## src/rtl/rr_arbiter8.sv

```systemverilog
// Eight-way round-robin arbiter with hold-while-requested grants and registered outputs.
// Optional forced release after MAX_HOLD cycles when ARB_TIMEOUT_EN is defined.
module rr_arbiter8 #(
   parameter int MAX_HOLD = 16
) (
   input  logic       clock,
   input  logic       reset_n,
   input  logic [7:0] req,
   output logic [7:0] grant,
   output logic [2:0] grant_idx,
   output logic       grant_valid,
   output logic       timeout
);

   if (MAX_HOLD < 1 || MAX_HOLD > 255) begin : g_bad_max_hold
      $error("rr_arbiter8: MAX_HOLD must be in 1..255");
   end

   typedef enum logic {ST_IDLE, ST_GRANT} state_t;

   state_t     r_state, w_state_nxt;
   logic [2:0] r_ptr, w_ptr_nxt;
   logic [2:0] r_idx, w_idx_nxt;
   logic [7:0] r_grant, w_grant_nxt;
   logic       r_valid, w_valid_nxt;

   logic [7:0] w_cand;
   logic       w_found;
   logic [2:0] w_win;
   logic       w_hold;
   logic       w_release;
   logic       w_force;

   // Rotate the candidates so ptr lands on bit 0, take the lowest set bit,
   // then rotate the offset back; the 3-bit add wraps mod 8.
   function automatic logic [2:0] pick_first(input logic [7:0] cand, input logic [2:0] ptr);
      logic [15:0] dbl;
      logic [2:0]  off;
      dbl = {cand, cand} >> ptr;
      off = 3'd0;
      for (int k = 7; k >= 0; k--) begin
         if (dbl[k]) off = 3'(k);
      end
      return ptr + off;
   endfunction

   // The outgoing owner is masked so a drop/re-raise in the same cycle cannot re-win.
   assign w_cand  = (r_state == ST_GRANT) ? (req & ~r_grant) : req;
   assign w_found = |w_cand;
   assign w_win   = pick_first(w_cand, r_ptr);

`ifdef ARB_TIMEOUT_EN
   logic [7:0] r_cnt, w_cnt_nxt;
   logic       r_timeout;

   assign w_force = (r_state == ST_GRANT) && req[r_idx] && (r_cnt == 8'(MAX_HOLD - 1));
`else
   assign w_force = 1'b0;
`endif

   assign w_hold    = (r_state == ST_GRANT) && req[r_idx] && !w_force;
   assign w_release = (r_state == ST_GRANT) && !w_hold;

   always_comb begin
      w_state_nxt = r_state;
      w_ptr_nxt   = r_ptr;
      w_idx_nxt   = r_idx;
      w_grant_nxt = r_grant;
      w_valid_nxt = r_valid;
`ifdef ARB_TIMEOUT_EN
      w_cnt_nxt   = r_cnt;
      if (w_hold && r_cnt != 8'hFF) w_cnt_nxt = r_cnt + 8'd1;
`endif
      if (((r_state == ST_IDLE) || w_release) && w_found) begin
         w_state_nxt = ST_GRANT;
         w_idx_nxt   = w_win;
         w_grant_nxt = 8'b1 << w_win;
         w_valid_nxt = 1'b1;
         w_ptr_nxt   = w_win + 3'd1;
`ifdef ARB_TIMEOUT_EN
         w_cnt_nxt   = 8'd0;
`endif
      end else if (w_release) begin
         w_state_nxt = ST_IDLE;
         w_idx_nxt   = 3'd0;
         w_grant_nxt = 8'h00;
         w_valid_nxt = 1'b0;
`ifdef ARB_TIMEOUT_EN
         w_cnt_nxt   = 8'd0;
`endif
      end
   end

   always_ff @(posedge clock) begin
      if (!reset_n) begin
         r_state <= ST_IDLE;
         r_ptr   <= 3'd0;
         r_idx   <= 3'd0;
         r_grant <= 8'h00;
         r_valid <= 1'b0;
      end else begin
         r_state <= w_state_nxt;
         r_ptr   <= w_ptr_nxt;
         r_idx   <= w_idx_nxt;
         r_grant <= w_grant_nxt;
         r_valid <= w_valid_nxt;
      end
   end

`ifdef ARB_TIMEOUT_EN
   always_ff @(posedge clock) begin
      if (!reset_n) begin
         r_cnt     <= 8'd0;
         r_timeout <= 1'b0;
      end else begin
         r_cnt     <= w_cnt_nxt;
         r_timeout <= w_force;
      end
   end

   assign timeout = r_timeout;
`else
   assign timeout = 1'b0;
`endif

   assign grant       = r_grant;
   assign grant_idx   = r_idx;
   assign grant_valid = r_valid;

endmodule

```

## config.mk

```make
export PLATFORM = sky130hd
export DESIGN_NAME = rr_arbiter8
export DESIGN_NICKNAME = d
export VERILOG_FILES = /design/src/rtl/rr_arbiter8.sv
export SDC_FILE = /design/constraint.sdc
export NUM_CORES = 1
export LEC_CHECK = 0
export ABC_AREA = 1
export ABC_CLOCK_PERIOD_IN_PS = 2790
export CAP_MARGIN = 10
export CELL_PAD_IN_SITES_DETAIL_PLACEMENT = 1
export CELL_PAD_IN_SITES_GLOBAL_PLACEMENT = 1
export CORE_MARGIN = 3
export CORE_UTILIZATION = 34
export DETAILED_ROUTE_END_ITERATION = 16
export PLACE_DENSITY = 0.79
export SLEW_MARGIN = 20
export SYNTH_ARGS = -nofsm -noshare
export SYNTH_HDL_FRONTEND = slang
export SYNTH_SLANG_ARGS = --single-unit
```

## constraint.sdc

```tcl
create_clock -name clock -period 2.79 [get_ports clock]
set_input_delay 0.4185 -clock clock [delete_from_list [all_inputs] [get_ports clock]]
set_output_delay 0.4185 -clock clock [all_outputs]
set_load 0.02 [all_outputs]
```

==> flow_summary_export.csv <==
group,metric,value,unit
global_route,grtUsageTotal,0.221,
routing,vias,1771,
yosys,synth_nets,221,
yosys,syn_avg_cell_area,6.77,sq um
status,violations,"setup timing",
clocking,cts.sinks,15,
yosys,synth_flop_cell,"dfxtp_1",
global_route,antenna_found_initial,0,
yosys,async_flop_share,0,
worst_setup_path,cp.buffers_inverters,4,
yosys,synth_seq_area_share,0.217,
clocking,cts_tree,"yes",
yosys,synth_top_family_by_area,"simple AND/OR/NAND/NOR gates",
routing,routed_via_density,5.53,
die,die_h,69.7,um
yosys,synthAdderAreaFrac,0.0688,
worst_setup_path,path_class,"flip-flop to flip-flop",
routing,drc,0,
placement,place_area,1870,sq um
yosys,synth_xor_area_frac,0.00634,
placement,dp_hpwl,3670,um
clocking,path_clk_slew,60,ps
clocking,clk_path_buf_depth,2,
timing,setup_viol,11,
yosys,synth_cell_types,33,
worst_setup_path,crit_fanout,7,
timing,period_needed,3090,ps
cells_and_area,final_cell_mix,"buf_4 (40), nand2_1 (36), nand3_2 (26)",
worst_setup_path,start_kind,"flip-flop",
die,design.core.area,3800,sq um
worst_hold_path,worstHoldPathType,"flip-flop to flip-flop",
timing,period_share,1.11,
routing,dr.pass1.iters,4,
clocking,cts_inserted_buffers,3,
routing,routedWlPerCell,21.2,um
timing,fin_worst_skew,6.91,ps
cells_and_area,antenna_cells,0,
timing,fmax,323,MHz
worst_setup_path,end_kind,"flip-flop",
cells_and_area,synthToLayoutAreaGrowth,78.6,%
routing,routed_wl,6800,um
routing,drtIter0Drc,112,
cells_and_area,fin_nets,290,
yosys,synth_edf_count,0,
cells_and_area,final_common_cell,"buf_4",
yosys,synth_cells,204,
timing,rsz0062_at_grt,"yes",
yosys,synth_compound_area_frac,0.136,
worst_setup_path,slowest_delay,350,ps
clocking,h-tree-depth,1,
worst_setup_path,cp_slowest_cell,"dfxtp_2",
pwr,finalPower,3.74,mW
yosys,synth-simple-area-share,0.480,
clocking,cts-root-buf,"clkbuf_8",
die,die_w,69.7,um
die,rows,22,
clocking,cts_hold_buf,0,
timing,drv_slew,0,
placement,finalWeightedCongestion,0.832,
cells_and_area,drive_gt1_frac,0.544,
placement,portBuffers,21,
routing,antenna_left,0,
yosys,yosys_warnings,0,
pwr,power_density,1520,nW/um^2
global_route,grt_pass1_vias,1779,
worst_setup_path,required,2970,ps
yosys,synth-seq-cells,15,
global_route,grt_max_degree,14,
status,status,"finished, violations left",
global_route,grt-ovfl-total,0,
timing,setup_slack,-303,ps
die,dieArea,4860,sq um
timing,finalHoldViolCount,0,
die,io_pins,23,
die,initial_core_util,0.364,
yosys,synthMuxAreaShare,0,
pwr,vdd_drop_max,1130,uV
pwr,power.leakage,1.07,nW
clocking,clk-insertion-delay-late,250,ps
timing,tns,-2520,ps
global_route,grt_pass1_wl,8810,um
worst_setup_path,path_cells,"buf_12 > buf_8 > nand3_4 > nand3_4 > nand3_2 > nand2_2 > a31oi_1 > o21ai_1 > nand2_1 > a21boi_2 > ha_2 > inv_2 > fa_2 > xnor2_2 > nand3_2 > nand2_4 > clkinv_4 > ha_4 > o21ai_2 > a21oi_1",
cells_and_area,design_area,2470,sq um
job,cap_violations,0,
yosys,netlist_area,1380,sq um
worst_setup_path,path_delay_family,"adder cells",
worst_setup_path,crit_arrival,3270,ps
-- routing by layer --
layer	wire length [um]	vias to the layer above	GRT usage	part of all wire
li1	-	819	-	-
met1	2710	849	0.273	0.40
met2	3450	67	0.411	0.51
met3	242	36	0.0159	0.036
met4	395	0	0.0574	0.058
met5	0	-	0	0
-- cells by family after synthesis --
kind of cell / after synthesis
AOI/OAI and AO/OA: 32
xor gates and xnor gates: 1
adders and majority gates: 7
buffers and inverters: 24
DFF: 15
other: 1
and+or+nand+nor: 124
-- where the power goes --
part           switching, mW  internal [mW]
sequential             0.110          0.297
combinational           1.70           1.46
clock                 0.0777          0.101
total                   1.89           1.86
-- path summary, 6_finish.rpt --
| path | slack [ps] | end | startpoint | depth (start not counted) |
|---|---|---|---|---|
| worst max register to register | -300 | r_ptr[2]$_SDFFE_PN0P_ | r_ptr[0]$_SDFFE_PN0P_ | 20 |
| worst max-delay path | -300 | r_ptr[2]$_SDFFE_PN0P_ | r_ptr[0]$_SDFFE_PN0P_ | 20 |
| worst min-delay path | 520 | grant[6]$_SDFFE_PN0P_ | grant[6]$_SDFFE_PN0P_ | 2 |
| worst min register to register | 520 | grant[6]$_SDFFE_PN0P_ | grant[6]$_SDFFE_PN0P_ | 2 |
-- worst register-to-register path: stages, from the launching register on --
cell and delay [ps]:
dfxtp_2 350, buf_12 150, buf_8 140, nand3_4 110, nand3_4 110, nand3_2 80, nand2_2 90, a31oi_1 90
o21ai_1 160, nand2_1 90, a21boi_2 120, ha_2 190, inv_2 40, fa_2 350, xnor2_2 210, nand3_2 130
nand2_4 100, clkinv_4 60, ha_4 260, o21ai_2 50, a21oi_1 140
-- synth_stat cells (2+ instances only) --
cell type  instances  area (sq um)
ha_1               6          75.1
nand3_2           17           170
nand4_1            3          18.8
buf_6              2          22.5
buf_2              3          15.0
dfxtp_1           15           300
buf_4              2          15.0
nand2_1           45           169
nand2_2           14          87.6
a22o_1             4          35.0
inv_2              2          7.51
inv_1             11          41.3
nor2_1            17          63.8
nand3_1           24           120
o21ai_1            2          10.0
a21oi_1           14          70.1
o21ai_0            7          35.0
-- metrics by stage --
| step | instances | hold WS [ps] | utilization | setup WS (ps) |
|---|---|---|---|---|
| floorplan | 204 | 557 | - | 10.1 |
| global route | 320 | 532 | 0.650 | -501 |
| global placement | 297 | 490 | 0.493 | -477 |
| finish | 320 | 518 | 0.650 | -303 |
| detailed placement | 297 | 502 | 0.493 | -606 |
| CTS | 313 | 510 | 0.568 | -95.4 |
-- registers in the layout (all words and copies together) (netlist names) --
register     count
grant_idx        3
r_ptr            3
grant            8
grant_valid      1
-- layout make-up --
cell class	instances	area, sq um
Fill cell	447	1330
Multi-Input combinational cell	165	1330
Timing Repair Buffer	72	649
Sequential cell	15	305
Inverter	16	77.6
Tap cell	48	60.1
Clock buffer	4	45.0
-- what timing repair did --
item | CTS | global route
setup endpoints to repair | 11 | 12
hold endpoints to repair | 0 | 0
resized for setup | 44 | 58
pin swaps | 17 | 19
setup buffers | 13 | 7
(Power assumes the default switching activity.)
